### config.mk
export PLATFORM = sky130hd
export DESIGN_NAME = fme_mvp_cand_fetch
export DESIGN_NICKNAME = d
export VERILOG_FILES = /design/src/rtl/fme_mvp_cand_fetch_pkg.sv /design/src/rtl/fme_mvp_nb_addr.sv /design/src/rtl/fme_mvp_cand_fetch.sv
export SDC_FILE = /design/constraint.sdc
export NUM_CORES = 1
export LEC_CHECK = 0
export BUFFER_PORTS_ARGS = -buffer_cell sky130_fd_sc_hd__buf_2
export CORE_MARGIN = 1.5
export CORE_UTILIZATION = 45
export DETAILED_ROUTE_END_ITERATION = 16
export PLACE_DENSITY = 0.86
export SKIP_LAST_GASP = 1
export SYNTH_ARGS = -nofsm -noshare
export SYNTH_HDL_FRONTEND = slang
export SYNTH_SLANG_ARGS = --single-unit
### constraint.sdc
create_clock -name clk -period 2.7 [get_ports clk]
set_input_delay 0.27 -clock clk [delete_from_list [all_inputs] [get_ports clk]]
set_output_delay 0.27 -clock clk [all_outputs]
set_load 0.01 [all_outputs]
### src/rtl/fme_mvp_cand_fetch_pkg.sv
// Shared types and widths for the spatial MV candidate fetcher.
//   FMV_WIDTH   : width of one MV component (mv_x or mv_y)
//   PIC_X_WIDTH : width of a CTU column index inside the picture
//   fetch_state_e : fetch FSM encodings FETCH_IDLE..FETCH_DONE
//   cand_e        : spatial candidate id (A1, B1, B2)
//   src_e         : MV source a candidate is read from
package fme_mvp_cand_fetch_pkg;

  localparam int FMV_WIDTH   = 12;
  localparam int PIC_X_WIDTH = 8;

  typedef enum logic [2:0] {
    FETCH_IDLE  = 3'd0,
    FETCH_RD_A1 = 3'd1,
    FETCH_RD_B1 = 3'd2,
    FETCH_RD_B2 = 3'd3,
    FETCH_CAP   = 3'd4,
    FETCH_DONE  = 3'd5
  } fetch_state_e;

  typedef enum logic [1:0] {
    CAND_A1 = 2'd0,
    CAND_B1 = 2'd1,
    CAND_B2 = 2'd2
  } cand_e;

  typedef enum logic [1:0] {
    SRC_NONE = 2'd0,
    SRC_LFT  = 2'd1,
    SRC_TOP  = 2'd2,
    SRC_CUR  = 2'd3
  } src_e;

endpackage

### src/rtl/fme_mvp_nb_addr.sv
// Combinational availability / source / address decoder for one spatial
// neighbour of a PU.
//   cand        : which candidate to decode (A1, B1, B2)
//   ctu_x       : current CTU column
//   first_row   : current CTU lies in picture row 0
//   pu_x..pu_h  : PU origin and size-minus-1, 8x8 units inside the CTU
//   av          : candidate is available
//   src         : buffer to read (SRC_NONE when unavailable)
//   lft_adr     : left buffer row
//   top_adr     : top buffer column, picture-wide 8x8 units
//   cur_adr     : current-CTU store address {row, col}
module fme_mvp_nb_addr
  import fme_mvp_cand_fetch_pkg::*;
#(
  parameter int XW     = PIC_X_WIDTH,
  parameter int TOP_AW = PIC_X_WIDTH + 3
) (
  input  cand_e              cand,
  input  logic [XW-1:0]      ctu_x,
  input  logic               first_row,
  input  logic [2:0]         pu_x,
  input  logic [2:0]         pu_y,
  input  logic [2:0]         pu_w,
  input  logic [2:0]         pu_h,
  output logic               av,
  output src_e               src,
  output logic [2:0]         lft_adr,
  output logic [TOP_AW-1:0]  top_adr,
  output logic [5:0]         cur_adr
);

  logic              a1_ok;
  logic              b1_ok;
  logic [TOP_AW-1:0] base;

  always_comb begin
    a1_ok   = !((pu_x == 3'd0) && (ctu_x == '0));
    b1_ok   = !((pu_y == 3'd0) && first_row);
    base    = TOP_AW'(ctu_x) << 3;
    av      = 1'b0;
    src     = SRC_NONE;
    lft_adr = '0;
    top_adr = '0;
    cur_adr = '0;
    case (cand)
      CAND_A1: begin
        av = a1_ok;
        if (pu_x == 3'd0) begin
          src     = SRC_LFT;
          lft_adr = pu_y + pu_h;
        end else begin
          src     = SRC_CUR;
          cur_adr = {pu_y + pu_h, pu_x - 3'd1};
        end
      end
      CAND_B1: begin
        av = b1_ok;
        if (pu_y == 3'd0) begin
          src     = SRC_TOP;
          top_adr = base + TOP_AW'(pu_x) + TOP_AW'(pu_w);
        end else begin
          src     = SRC_CUR;
          cur_adr = {pu_y - 3'd1, pu_x + pu_w};
        end
      end
      CAND_B2: begin
        av = a1_ok && b1_ok;
        if (pu_y == 3'd0) begin
          // pu_x==0 lands on the previous CTU's last column, where the top
          // buffer holds the saved top-left MV.
          src     = SRC_TOP;
          top_adr = base + TOP_AW'(pu_x) - TOP_AW'(1);
        end else if (pu_x == 3'd0) begin
          src     = SRC_LFT;
          lft_adr = pu_y - 3'd1;
        end else begin
          src     = SRC_CUR;
          cur_adr = {pu_y - 3'd1, pu_x - 3'd1};
        end
      end
      default: ;
    endcase
    if (!av) src = SRC_NONE;
  end

endmodule

### src/rtl/fme_mvp_cand_fetch.sv
// Spatial MV candidate fetcher. For each PU request it reads the A1, B1 and
// B2 neighbours from the left MV buffer, the top MV buffer or the current-CTU
// MV store, and returns candidates, availability and duplicate flags.
//   clk, rst                 : clock, synchronous active-high reset
//   start_i                  : PU request pulse (ignored while busy)
//   ctu_x_i, ctu_first_row_i : CTU position
//   pu_x_i..pu_h_i           : PU geometry in 8x8 units
//   lft_rd_* / top_rd_* / cur_rd_* : buffer read ports, 1-cycle read latency
//   busy_o, done_o           : request in flight / results valid pulse
//   a1_o, b1_o, b2_o         : candidate MVs (0 when unavailable)
//   *_av_o, *_dup_o          : availability and duplicate flags
module fme_mvp_cand_fetch
  import fme_mvp_cand_fetch_pkg::*;
#(
  parameter int MV_W   = 2 * FMV_WIDTH,
  parameter int TOP_AW = PIC_X_WIDTH + 3
) (
  input  logic                   clk,
  input  logic                   rst,
  input  logic                   start_i,
  input  logic [PIC_X_WIDTH-1:0] ctu_x_i,
  input  logic                   ctu_first_row_i,
  input  logic [2:0]             pu_x_i,
  input  logic [2:0]             pu_y_i,
  input  logic [2:0]             pu_w_i,
  input  logic [2:0]             pu_h_i,
  output logic                   lft_rd_ena_o,
  output logic [2:0]             lft_rd_adr_o,
  input  logic [MV_W-1:0]        lft_rd_dat_i,
  output logic                   top_rd_ena_o,
  output logic [TOP_AW-1:0]      top_rd_adr_o,
  input  logic [MV_W-1:0]        top_rd_dat_i,
  output logic                   cur_rd_ena_o,
  output logic [5:0]             cur_rd_adr_o,
  input  logic [MV_W-1:0]        cur_rd_dat_i,
  output logic                   busy_o,
  output logic                   done_o,
  output logic [MV_W-1:0]        a1_o,
  output logic [MV_W-1:0]        b1_o,
  output logic [MV_W-1:0]        b2_o,
  output logic                   a1_av_o,
  output logic                   b1_av_o,
  output logic                   b2_av_o,
  output logic                   b1_dup_o,
  output logic                   b2_dup_o
);

  function automatic logic mv_dup(input logic av_a, input logic av_b,
                                  input logic [MV_W-1:0] mv_a,
                                  input logic [MV_W-1:0] mv_b);
    return av_a && av_b && (mv_a == mv_b);
  endfunction

  fetch_state_e           state_q, state_d;
  logic                   accept;
  logic                   rd_state;
  cand_e                  nb_cand;

  logic [PIC_X_WIDTH-1:0] ctu_x_q;
  logic                   first_row_q;
  logic [2:0]             pu_x_q, pu_y_q, pu_w_q, pu_h_q;

  logic                   nb_av;
  src_e                   nb_src;
  logic [2:0]             nb_lft_adr;
  logic [TOP_AW-1:0]      nb_top_adr;
  logic [5:0]             nb_cur_adr;

  src_e                   pend_src_p1;
  logic [MV_W-1:0]        rd_mv_p1;

  assign accept = (state_q == FETCH_IDLE) && start_i;

  always_ff @(posedge clk) begin
    if (rst) state_q <= FETCH_IDLE;
    else     state_q <= state_d;
  end

  always_comb begin
    state_d  = state_q;
    rd_state = 1'b0;
    nb_cand  = CAND_A1;
    case (state_q)
      FETCH_IDLE:  if (start_i) state_d = FETCH_RD_A1;
      FETCH_RD_A1: begin state_d = FETCH_RD_B1; rd_state = 1'b1; nb_cand = CAND_A1; end
      FETCH_RD_B1: begin state_d = FETCH_RD_B2; rd_state = 1'b1; nb_cand = CAND_B1; end
      FETCH_RD_B2: begin state_d = FETCH_CAP;   rd_state = 1'b1; nb_cand = CAND_B2; end
      FETCH_CAP:   state_d = FETCH_DONE;
      FETCH_DONE:  state_d = FETCH_IDLE;
      default:     state_d = FETCH_IDLE;
    endcase
  end

  assign busy_o = (state_q != FETCH_IDLE);
  assign done_o = (state_q == FETCH_DONE);

  // Request geometry is held for the whole fetch.
  always_ff @(posedge clk) begin
    if (accept) begin
      ctu_x_q     <= ctu_x_i;
      first_row_q <= ctu_first_row_i;
      pu_x_q      <= pu_x_i;
      pu_y_q      <= pu_y_i;
      pu_w_q      <= pu_w_i;
      pu_h_q      <= pu_h_i;
    end
  end

  fme_mvp_nb_addr #(
    .XW     (PIC_X_WIDTH),
    .TOP_AW (TOP_AW)
  ) u_nb_addr (
    .cand      (nb_cand),
    .ctu_x     (ctu_x_q),
    .first_row (first_row_q),
    .pu_x      (pu_x_q),
    .pu_y      (pu_y_q),
    .pu_w      (pu_w_q),
    .pu_h      (pu_h_q),
    .av        (nb_av),
    .src       (nb_src),
    .lft_adr   (nb_lft_adr),
    .top_adr   (nb_top_adr),
    .cur_adr   (nb_cur_adr)
  );

  // ---- issue stage (p0): one read per RD state ----
  always_comb begin
    lft_rd_ena_o = rd_state && (nb_src == SRC_LFT);
    top_rd_ena_o = rd_state && (nb_src == SRC_TOP);
    cur_rd_ena_o = rd_state && (nb_src == SRC_CUR);
    lft_rd_adr_o = lft_rd_ena_o ? nb_lft_adr : '0;
    top_rd_adr_o = top_rd_ena_o ? nb_top_adr : '0;
    cur_rd_adr_o = cur_rd_ena_o ? nb_cur_adr : '0;
  end

  // ---- return stage (p1): only the port read last cycle is looked at ----
  always_comb begin
    case (pend_src_p1)
      SRC_LFT: rd_mv_p1 = lft_rd_dat_i;
      SRC_TOP: rd_mv_p1 = top_rd_dat_i;
      SRC_CUR: rd_mv_p1 = cur_rd_dat_i;
      default: rd_mv_p1 = '0;
    endcase
  end

  always_ff @(posedge clk) begin
    if (rst) begin
      pend_src_p1 <= SRC_NONE;
      a1_o        <= '0;
      b1_o        <= '0;
      b2_o        <= '0;
      a1_av_o     <= 1'b0;
      b1_av_o     <= 1'b0;
      b2_av_o     <= 1'b0;
      b1_dup_o    <= 1'b0;
      b2_dup_o    <= 1'b0;
    end else begin
      pend_src_p1 <= rd_state ? nb_src : SRC_NONE;
      if (accept) begin
        b1_dup_o <= 1'b0;
        b2_dup_o <= 1'b0;
      end
      case (state_q)
        FETCH_RD_A1: a1_av_o <= nb_av;
        FETCH_RD_B1: begin
          b1_av_o <= nb_av;
          a1_o    <= rd_mv_p1;
        end
        FETCH_RD_B2: begin
          b2_av_o <= nb_av;
          b1_o    <= rd_mv_p1;
        end
        FETCH_CAP: begin
          b2_o     <= rd_mv_p1;
          b1_dup_o <= mv_dup(b1_av_o, a1_av_o, b1_o, a1_o);
          b2_dup_o <= mv_dup(b2_av_o, b1_av_o, rd_mv_p1, b1_o);
        end
        default: ;
      endcase
    end
  end

endmodule

==> results of run 1 <==
through the flow:
step / hold slack (ns) / setup TNS, ns / cell area (µm²) / total power [W] / setup WS, ns
3_3_place_gp: 0.437 / 0 / 7150 / 0.00305 / 0.160
3_5_place_dp: 0.440 / 0 / 7150 / 0.00308 / 0.0557
6_report: 0.0871 / -0.797 / 7810 / 0.00450 / -0.0843
2_1_floorplan: 0.369 / 0 / 5930 / 0.00262 / 0.189
4_1_cts: 0.0787 / 0 / 7670 / 0.00443 / 0.00621
5_1_grt: 0.0750 / -1.67 / 7800 / 0.00470 / -0.145
how the worst min path moves through the flow:
| stage | startpoint | endpoint | slack (ns) | cells past startpoint |
|---|---|---|---|---|
| after floorplan | ctu_x_i[0] | ctu_x_q[0] | 0.37 | 0 |
| after global placement | b1_dup_o | b1_dup_o | 0.44 | 2 |
| after detailed placement | b1_dup_o | b1_dup_o | 0.44 | 2 |
| after CTS | ctu_x_i[7] | ctu_x_q[7] | 0.08 | 1 |
| after global routing | ctu_x_i[0] | ctu_x_q[0] | 0.08 | 1 |
| final | ctu_x_i[0] | ctu_x_q[0] | 0.09 | 1 |
area by class of cell:
class                      instances  area (µm²)
timing repair buffer             248        1430
fill                            1049        4920
sequential                       103        2270
clock inverter                     4        35.0
tap                              172         215
inverter                          20        75.1
clock buffer                      12         268
multi-input combinational        499        3510
antenna                            2        5.00
per-layer routing:
metal  vias up  part of all wire (%)
met2       367                    46
li1       2862                     -
met4         0                   4.8
met3        90                    10
met1      2972                    39
met5         -                     0
power by group through the flow:
stage,Sequential [W],Combinational (W),Clock [W]
floorplan,0.00186,0.000769,0
global placement,0.00186,0.00120,0
detailed placement,0.00186,0.00122,0
CTS,0.00183,0.00126,0.00134
global route,0.00185,0.00145,0.00141
finish,0.00184,0.00134,0.00133
registers in the layout (all words and copies together), names as in the netlist:
| signal | cells |
|---|---|
| pu_y_q | 3 |
| b2_o | 24 |
| state_q | 3 |
| b1_dup_o | 1 |
| pu_x_q | 3 |
| pu_w_q | 3 |
| pend_src_p1 | 2 |
| pu_h_q | 3 |
| a1_av_o | 1 |
| ctu_x_q | 8 |
| b2_av_o | 1 |
| b1_av_o | 1 |
| a1_o | 24 |
| first_row_q | 1 |
| b2_dup_o | 1 |
| b1_o | 24 |
Yosys cell counts, types with 3 or more instances:
cell and instances:
buf_1 3, mux2_2 17, a22oi_1 20, dfxtp_1 82, or3_1 4, nand3_1 9
o22ai_1 4, o21a_1 3, a31oi_1 4, inv_1 20, a2111oi_0 3, ha_1 10
a211oi_1 74, nor3_1 11, nor2_1 124, nand2_1 20, nor2b_1 5, nor4bb_1 5
buf_2 4, nand4_1 7, o32ai_1 3, nor4_1 6, a31o_2 4, o221ai_1 3
a21oi_1 16, and2_1 3, edfxtp_1 21, clkbuf_1 51, o21ai_0 16, nand2b_1 9
mux2i_1 14, nand3b_1 4, xor2_1 27, xnor2_1 35
kinds of logic (layout without fill, tap and decap cells):
logic type | Yosys count | after routing
XOR/XNOR | 62 | 62
adder cells (fa/ha/maj) | 12 | 12
AND/OR/NAND/NOR | 220 | 220
other | 0 | 2
multiplexers | 31 | 31
buffers and inverters | 79 | 284
AO/OA/AOI/OAI | 174 | 174
flip-flops | 103 | 103
repair_timing:
action	in CTS	in global routing
gates cloned	1	0
setup buffers	15	5
endpoints found under the setup margin	23	26
pin swaps	6	12
resized for setup	24	28
worst max-delay path, delay by kind of cell (launching register included):
| family | cells | cell delay (ns) |
|---|---|---|
| AND/OR/NAND/NOR | 3 | 0.34 |
| flip-flops | 1 | 0.42 |
| adder cells (fa/ha/maj) | 2 | 0.32 |
| multiplexers | 1 | 0.17 |
| buffers and inverters | 11 | 1.39 |
==> flow_summary_export.csv, run 1 <==
group,metric,value,unit
status,status,"finished, violations left",
status,failed_checks,"setup timing",
grt,grt_start_max_net_pins,83,
logic_synthesis,syn_nets,789,
power_and_ir_drop,power.density_cell_area,577,nW/µm²
sta,final_worst_setup_slack,-0.0843,ns
detailed_routing,vias,6291,
placed_design,gp_congestion,0.997,
cells_and_area,drive_above_1_share,36.3,%
grt,wire_length_of_the_first_global_routing_pass,30300,µm
setup_path,crit_start,"pu_x_q[0]",
setup_path,crit_required,2.91,ns
cells_and_area,layout_commonest_cell,"buf_2",
power_and_ir_drop,p_leak,3.28,nW
grt,grt_util_all_layers,27.5,%
cells_and_area,most_frequent_cells_in_the_layout,"buf_2 (193), nor2_1 (115), dfxtp_1 (80)",
setup_path,setup.reg_to_reg.worst_slack,-0.08,ns
clock_network,cts-hold-fix-buffers,0,
cells_and_area,post-route-util,61.4,%
placed_design,dpl.cell_count,1022,
power_and_ir_drop,p_switching,0.00152,W
logic_synthesis,syn-instance-count,681,
logic_synthesis,synth_enable_flop_cells,21,
logic_synthesis,post_synth_mux_area_share,5.59,%
logic_synthesis,yosys.area_share.simple,17.6,%
setup_path,worst_setup_endpoint,"a1_av_o",
setup_path,crit_chain,"inv_2 -> ha_4 -> ha_4 -> nor2b_4 -> nand3_2 -> buf_6 -> buf_4 -> buf_4 -> buf_4 -> buf_4 -> buf_4 -> buf_4 -> buf_4 -> buf_4 -> buf_4 -> mux2i_1 -> nor2_1",
logic_synthesis,share_of_synthesized_cell_area_in_full_adder_half_adder_and_majority_cells,2.79,%
clock_network,cts_tree,"built",
setup_path,worst_stage_delay_on_the_critical_path,0.42,ns
clock_network,htree_levels,3,
sta,grt_setup_unrepaired,"true",
grt,overflow_left_after_global_routing,0,
sta,final_hold_viol_count,0,
sta,timing.final.max_slew_violations,0,
logic_synthesis,synth_xor_area_share,9.16,%
setup_path,worstReg2RegStart,"pu_x_q[0]",
logic_synthesis,synth-main-ff-cell,"dfxtp_1",
cells_and_area,finalNetCount,989,
setup_path,critical_path_arrival,2.99,ns
setup_path,timing.critical_path.mode_cell,"buf_4",
detailed_routing,remaining_drc_errors,0,
sta,final.setup_skew,0.00530,ns
sta,slew_headroom,43.2,%
run,max-cap-violations,0,
cells_and_area,number_of_non_filler_instances_in_the_completed_layout,1060,
die,initial_utilization,46.6,%
setup_path,ff_to_ff_end,"a1_av_o",
logic_synthesis,synth_warnings,0,
logic_synthesis,synth.avg_cell_area,8.70,µm²
sta,fmax,359,MHz
cells_and_area,area_growth,31.7,%
power_and_ir_drop,power.clock.fraction,29.5,%
setup_path,setup.worst_path.start_class,"flop",
clock_network,clkTransAtPathRegs,0.07,ns
clock_network,worst_case_clock_buffer_depth,2,
grt,globalRouteMet3Util,8.19,%
detailed_routing,viasPerCell,5.93,
sta,max_slew.worst_pin.slew,0.851,ns
setup_path,critical_path.max_fanout,3,
grt,first_global_vias,5774,
die,die-width,118,µm
die,boundaryPins,198,
setup_path,timing.setup.critical_path_class,"flop to flop",
power_and_ir_drop,intPower,0.00299,W
detailed_routing,antenna_left,0,
sta,finalWorstPathRequiredPeriod,2.78,ns
clock_network,cts.root.buffer_cell,"clkbuf_16",
placed_design,io_buffers,197,
detailed_routing,totalWireLength,20300,µm
placed_design,dp_hpwl,14100,µm
die,die_h,118,µm
logic_synthesis,yosysTopAreaCell,"dfxtp_1",
clock_network,insertion_delay,0.35,ns
sta,finalSetupViolCount,13,
die,core_box_area,12700,µm²
clock_network,cts_made_buffers,9,
power_and_ir_drop,p_seq_share,40.8,%
logic_synthesis,synth-seq-area-share,38.3,%
logic_synthesis,synth-compound-area-share,21.3,%
grt,grt_util_met2,43.6,%
logic_synthesis,combinational_family_with_the_most_area_after_synthesis,"compound AO/OA/AOI/OAI gates",
detailed_routing,drt_iter0_drc,734,
grt,gr-usage-met1,34.4,%
power_and_ir_drop,ir_drop,0.497,mV
logic_synthesis,cell_area_synth,5930,µm²
detailed_routing,detail_route.first_pass.iterations,6,
die,number_of_rows_created_at_floorplan,41,
grt,top_usage_layer,"met2",
setup_path,crit_slowest_cell,"edfxtp_1",
grt,grt_antenna_before_repair,1,
setup_path,ff2ff_path_depth,17,
power_and_ir_drop,pwr-share-comb,29.7,%
die,design.die.area,13900,µm²
setup_path,worst_setup_path_end_kind,"flop",
logic_synthesis,synth_async_sr_flop_share,0,%
detailed_routing,route.detailed.wl_per_inst,19.1,µm
power_and_ir_drop,power.share.switching,33.7,%
logic_synthesis,yosys_register_bits,103,
logic_synthesis,synth.top_cells.by_area,"dfxtp_1 (28%), edfxtp_1 (11%), a211oi_1 (9.4%)",
clock_network,clkSinkCount,103,
hold_path,min_path_type,"input pin to flop",
sta,timing.final.crit_share,103,%
logic_synthesis,synth_largest_type_area_fraction,27.7,%
logic_synthesis,yosys.cell_types.count,65,
No activity file was read; power rests on OpenSTA's default activity.
==> run 2: changes to the inputs <==
- BUFFER_PORTS_ARGS: -buffer_cell sky130_fd_sc_hd__buf_2 -> default
- DONT_BUFFER_PORTS: default -> 1
- PLACE_DENSITY: 0.86 -> 0.73
- SYNTH_HIERARCHICAL: default -> 1
- TNS_END_PERCENT: default -> 10
==> run 2 against run 1 <==
The flow still finishes with violations (setup timing). Core utilization shrank 7.6 points. Sequential power increased by 4%. Non-clock buffer count shrank 183. Count of clock-buffer cells in the layout decreased by 1. Final cell count fell by 15%. Flip-flop and latch count unchanged. Clock skew is 0.0086 ns higher. Setup slack got worse by 0.11 ns. Combinational power down 3%. Global-route usage down 0.62 points. Critical endpoint is now top_rd_adr_o[2]. Highest routed layer unchanged.
==> flow_summary_export.csv, run 2 <==
group,metric,value,unit
setup_path,setup.reg_to_reg.worst_slack,0.18,ns
detailed_routing,antenna_left,0,
placed_design,dp_hpwl,14200,µm
power_and_ir_drop,pwr-share-comb,28.6,%
status,failed_checks,"setup timing",
power_and_ir_drop,p_leak,2.48,nW
cells_and_area,most_frequent_cells_in_the_layout,"nor2_1 (107), dfxtp_1 (78), a211oi_1 (75)",
die,initial_utilization,46.1,%
cells_and_area,number_of_non_filler_instances_in_the_completed_layout,903,
sta,fmax,345,MHz
cells_and_area,largest_registers,"a1_o (24), b1_o (24), b2_o (24)",
setup_path,timing.setup.critical_path_class,"flop to output pin",
detailed_routing,drt_iter0_drc,708,
die,die-width,119,µm
clock_network,cts.root.buffer_cell,"clkbuf_16",
detailed_routing,viasPerCell,6.17,
logic_synthesis,synth.top_cells.by_area,"dfxtp_1 (27%), edfxtp_1 (10%), a211oi_1 (9.3%)",
logic_synthesis,synth_async_sr_flop_share,0,%
power_and_ir_drop,power.density_cell_area,644,nW/µm²
logic_synthesis,cell_area_synth,6080,µm²
logic_synthesis,synth.avg_cell_area,8.67,µm²
cells_and_area,area_growth,16.7,%
setup_path,worst-path-buf-inv,3,
setup_path,crit_slowest_cell,"or4b_4",
setup_path,cp.depth,12,
cells_and_area,layout_commonest_cell,"nor2_1",
setup_path,worst_setup_path_end_kind,"output pin",
power_and_ir_drop,p_seq_share,41.8,%
detailed_routing,remaining_drc_errors,0,
power_and_ir_drop,power.clock.fraction,29.6,%
cells_and_area,antennaDiodeCount,0,
placed_design,pre_cts_slack,0.00945,ns
cells_and_area,finalNetCount,833,
logic_synthesis,syn_nets,812,
grt,overflow_left_after_global_routing,0,
die,core_box_area,13200,µm²
power_and_ir_drop,power.total,0.00457,W
setup_path,critical_path.top_delay_family,"simple AND/OR/NAND/NOR gates",
power_and_ir_drop,power.share.switching,33.4,%
placed_design,dpl-instance-area,6380,µm²
sta,timing.final.max_slew_violations,0,
run,max-cap-violations,0,
die,die_h,119,µm
logic_synthesis,post-synth-top-count-cell,"nor2_1",
logic_synthesis,synth-seq-area-share,37.4,%
setup_path,worstReg2RegStart,"pu_x_q[0]",
sta,final_hold_viol_count,0,
detailed_routing,route.detailed.wl_per_inst,21.7,µm
sta,max_slew.worst_pin.slew,0.625,ns
grt,grt_start_max_net_pins,68,
sta,final.setup_skew,0.0139,ns
sta,finalWorstPathRequiredPeriod,2.90,ns
power_and_ir_drop,intPower,0.00304,W
detailed_routing,vias,5570,
clock_network,insertion_delay,0.35,ns
cells_and_area,drive_above_1_share,17.7,%
grt,first_global_vias,5029,
placed_design,gp_congestion,0.932,
grt,wire_length_of_the_first_global_routing_pass,29400,µm
clock_network,cts_tree,"built",
clock_network,htree_levels,3,
sta,slew_headroom,58.2,%
clock_network,cts_made_buffers,9,
logic_synthesis,syn-instance-count,701,
sta,timing.final.crit_share,107,%
placed_design,io_buffers,0,
logic_synthesis,synthTopCellsByCount,"nor2_1 (110), dfxtp_1 (82), a211oi_1 (75), clkbuf_1 (41), xnor2_1 (28)",
setup_path,critical_path_arrival,2.63,ns
clock_network,clkTransAtPathRegs,0.07,ns
power_and_ir_drop,ir_drop,0.438,mV
sta,grt_setup_unrepaired,"true",
setup_path,crit_chain,"inv_2 -> ha_4 -> ha_4 -> or4b_4 -> nor3_4 -> o21ai_1 -> nand2b_1 -> buf_4 -> a21oi_4 -> buf_4 -> nor2_4 -> and2_4",
logic_synthesis,yosys.cell_types.count,69,
setup_path,setup.worst_path.start_class,"flop",
status,status,"finished, violations left",
sta,final_worst_setup_slack,-0.198,ns
logic_synthesis,yosysTopAreaCell,"dfxtp_1",
setup_path,crit_required,2.43,ns
sta,finalSetupViolCount,23,
hold_path,min_path_type,"input pin to flop",
clock_network,clkSinkCount,103,
setup_path,worst_stage_delay_on_the_critical_path,0.47,ns
placed_design,dpl.cell_count,851,
logic_synthesis,synth_enable_flop_cells,21,
die,boundaryPins,198,
cells_and_area,area_of_all_placed_cells_without_fillers,7100,µm²
detailed_routing,totalWireLength,19600,µm
clock_network,worst_case_clock_buffer_depth,2,
logic_synthesis,yosys_register_bits,103,
sta,tns,-3.61,ns
power_and_ir_drop,p_switching,0.00153,W
grt,grt_util_all_layers,26.9,%
grt,grt_antenna_before_repair,0,
setup_path,worst_setup_endpoint,"top_rd_adr_o[2]",
die,design.die.area,14200,µm²
logic_synthesis,synth-main-ff-cell,"dfxtp_1",
die,number_of_rows_created_at_floorplan,42,
detailed_routing,detail_route.first_pass.iterations,8,
logic_synthesis,synth_largest_type_area_fraction,27.0,%
setup_path,ff_to_ff_end,"b1_av_o",
setup_path,critical_path.max_fanout,6,
setup_path,ff2ff_path_depth,16,
setup_path,crit_start,"pu_x_q[0]",
logic_synthesis,synth_warnings,6,
==> run 2: how the worst min path moves through the flow <==
| stage | start | to | slack (ns) | cells past startpoint |
|---|---|---|---|---|
| finish | rst | b2_o[21] | 0.02 | 1 |
| global route | rst | b1_o[22] | 0.0005 | 1 |
| CTS | rst | a1_o[14] | 0.0003 | 1 |
| detailed placement | rst | b1_dup_o | 0.36 | 1 |
| global placement | rst | b1_dup_o | 0.36 | 1 |
| floorplan | ctu_x_i[0] | ctu_x_q[0] | 0.37 | 0 |
==> run 2: layout make-up <==
| cell class | instances | area (µm²) |
|---|---|---|
| multi-input combinational | 515 | 3630 |
| fill | 1164 | 6090 |
| inverter | 28 | 110 |
| clock buffer | 11 | 243 |
| sequential | 103 | 2280 |
| tap | 176 | 220 |
| clock inverter | 5 | 63.8 |
| timing repair buffer | 65 | 548 |
==> run 2: power by group through the flow <==
| stage | sequential [W] | combinational, W | clock (W) |
|---|---|---|---|
| floorplan | 0.00186 | 0.000896 | 0 |
| global placement | 0.00194 | 0.00108 | 0 |
| detailed placement | 0.00194 | 0.00110 | 0 |
| CTS | 0.00191 | 0.00125 | 0.00136 |
| global route | 0.00193 | 0.00141 | 0.00141 |
| finish | 0.00191 | 0.00130 | 0.00135 |
==> run 2: worst register-to-register path, delay by kind of cell, from the launching register on <==
family	cells	cell delay, ns
multiplexers	1	0.14
adder cells (fa/ha/maj)	2	0.28
AO/OA/AOI/OAI	1	0.08
flip-flops	1	0.40
AND/OR/NAND/NOR	4	0.78
buffers and inverters	8	0.75
==> run 2: what timing repair did <==
action                                 4_1_cts  5_1_grt
hold buffers                                16        0
setup buffers                               18        5
gates cloned                                 1        0
setup endpoints to repair                   23       26
resized for setup                           14        9
endpoints found under the hold margin       17        0
pin swaps                                    7        1
==> run 2: kinds of logic after synthesis <==
logic type | after synthesis | share of synthesized area, %
AO/OA/AOI/OAI | 188 | 22.2
AND/OR/NAND/NOR | 235 | 19.1
XOR/XNOR | 49 | 7.06
buffers and inverters | 84 | 5.97
flip-flops | 103 | 37.4
adder cells (fa/ha/maj) | 15 | 3.33
multiplexers | 27 | 4.96
==> run 2: through the flow <==
stage | utilization [%] | hold WS, ns
after floorplan | - | 0.369
after global placement | 48.4 | 0.359
after detailed placement | 48.4 | 0.364
after CTS | 53.5 | 0.000255
after global routing | 53.8 | 0.000486
final | 53.8 | 0.0191
==> run 2: routing by layer <==
metal	global-route usage, %	up-vias	share of wire, %
met4	8.58	0	2.6
met5	0	-	0
met1	34.4	2597	40
met3	9.00	39	12
li1	-	2577	-
met2	42.7	357	46
==> run 3: changes to the inputs <==
- CTS_BUF_LIST: default -> sky130_fd_sc_hd__clkbuf_16
==> run 3 against run 2 <==
The flow still finishes with violations (setup timing). Clock power hardly changed. Die area stayed put. Combinational power is essentially flat. First-iteration DRC count shrank 15%. Global-route usage down 0.11 points. Largest cell class unchanged. Highest routed layer unchanged.
==> flow_summary_export.csv, run 3 (synthesis results as in run 2) <==
group,metric,value,unit
setup_path,critical_path_arrival,2.62,ns
placed_design,gp_congestion,0.932,
clock_network,clkSinkCount,103,
sta,timing.final.max_slew_violations,0,
die,boundaryPins,198,
status,failed_checks,"setup timing",
clock_network,insertion_delay,0.35,ns
detailed_routing,detail_route.first_pass.iterations,5,
sta,final_worst_setup_slack,-0.193,ns
grt,grt_util_all_layers,26.8,%
detailed_routing,drt_iter0_drc,605,
die,die-width,119,µm
grt,grt_antenna_before_repair,0,
detailed_routing,vias,5520,
cells_and_area,area_growth,15.2,%
clock_network,clkTransAtPathRegs,0.07,ns
cells_and_area,antennaDiodeCount,0,
setup_path,setup.worst_path.start_class,"flop",
die,core_box_area,13200,µm²
hold_path,min_path_type,"input pin to flop",
clock_network,cts.root.buffer_cell,"clkbuf_16",
clock_network,worst_case_clock_buffer_depth,2,
detailed_routing,remaining_drc_errors,0,
detailed_routing,antenna_left,0,
clock_network,htree_levels,3,
sta,finalWorstPathRequiredPeriod,2.89,ns
sta,timing.final.crit_share,107,%
cells_and_area,finalNetCount,824,
sta,final.setup_skew,0.0124,ns
placed_design,dp_hpwl,14200,µm
power_and_ir_drop,ir_drop,0.437,mV
status,status,"finished, violations left",
setup_path,critical_path.max_fanout,6,
sta,slew_headroom,60.2,%
power_and_ir_drop,p_leak,2.42,nW
setup_path,timing.setup.critical_path_class,"flop to output pin",
sta,grt_setup_unrepaired,"true",
cells_and_area,largest_registers,"a1_o (24), b1_o (24), b2_o (24)",
grt,overflow_left_after_global_routing,0,
sta,tns,-3.55,ns
grt,grt_start_max_net_pins,70,
die,number_of_rows_created_at_floorplan,42,
cells_and_area,layout_commonest_cell,"nor2_1",
placed_design,io_buffers,0,
clock_network,cts_tree,"built",
die,initial_utilization,46.1,%
cells_and_area,multi_input_area,3630,µm²
grt,globalRouteMet3Util,9.29,%
clock_network,cts_made_buffers,9,
cells_and_area,post-route-util,53.1,%
sta,finalSetupViolCount,23,
die,die_h,119,µm
grt,wire_length_of_the_first_global_routing_pass,29200,µm
die,design.die.area,14200,µm²
grt,first_global_vias,4992,
power_and_ir_drop,power.density_cell_area,646,nW/µm²
cells_and_area,storage_element_area,2280,µm²
detailed_routing,route.detailed.wl_per_inst,21.8,µm
grt,grt_util_met2,42.7,%
setup_path,crit_required,2.43,ns
detailed_routing,viasPerCell,6.17,
sta,final_hold_viol_count,0,
setup_path,worst_setup_path_end_kind,"output pin",
sta,fmax,346,MHz
detailed_routing,totalWireLength,19500,µm
cells_and_area,most_frequent_cells_in_the_layout,"nor2_1 (107), dfxtp_1 (78), a211oi_1 (75)",
cells_and_area,drive_above_1_share,17.8,%
grt,top_usage_layer,"met2",
run,max-cap-violations,0,
sta,max_slew.worst_pin.slew,0.597,ns
grt,gr-usage-met1,33.9,%
cells_and_area,fillerInstances,1170,
## run 3: final cells by class
type | instances | area share, %
clock buffers | 9 | 3.22
clock inverters | 7 | 1.02
repair buffers | 56 | 6.60
well taps | 176 | 3.15
multi-input cells | 515 | 51.9
inverters | 28 | 1.57
flip-flops and latches | 103 | 32.5
## run 3: layer usage
metal  routed length (µm)  part of all wire (%)  vias to the layer above
li1                     -                     -                     2562
met1                 7640                    39                     2593
met2                 8880                    46                      327
met3                 2440                    12                       38
met4                  557                   2.9                        0
met5                    0                     0                        -
## run 3: per-stage QoR
stage / setup WS, ns / hold WS, ns / std cells / total power, W / instance area [µm²]
after detailed placement: 0.00945 / 0.364 / 851 / 0.00304 / 6380
final: -0.193 / 0.00996 / 894 / 0.00452 / 7000
after global placement: 0.0999 / 0.359 / 851 / 0.00301 / 6380
after CTS: -0.172 / 0.000681 / 893 / 0.00447 / 6950
after global routing: -0.342 / -0.00272 / 894 / 0.00470 / 7000
after floorplan: -0.00373 / 0.369 / 701 / 0.00275 / 6230
## run 3: where the power goes
group | internal (W) | total (W) | switching (W)
sequential | 0.00170 | 0.00191 | 0.000212
combinational | 0.000575 | 0.00129 | 0.000715
clock | 0.000722 | 0.00132 | 0.000596
## run 3: critical path: stages (launching register included)
cell and delay, ns:
edfxtp_1 0.40, inv_2 0.10, ha_4 0.15, ha_4 0.13, or4b_4 0.47, nor3_4 0.12, o21ai_1 0.08, nand2b_1 0.13
buf_4 0.14, a21oi_4 0.05, buf_4 0.16, nor2_4 0.18, and2_4 0.19
## run 3: final timing paths
kind              slack [ns]               to  cells after the start       from
setup / recovery       -0.19  top_rd_adr_o[2]                     12  pu_x_q[0]
hold / removal          0.01          b1_av_o                      1        rst
setup reg to reg        0.19          b1_av_o                     16  pu_x_q[0]
hold reg to reg         0.54          b2_o[2]                      2    b2_o[2]
## run 3: timing repair
action | CTS | global route
hold buffers | 7 | 0
cloned | 1 | 0
resized for setup | 14 | 10
setup buffers | 18 | 5
hold endpoints to repair | 17 | 0
setup endpoints to repair | 23 | 26
pin swaps | 7 | 2
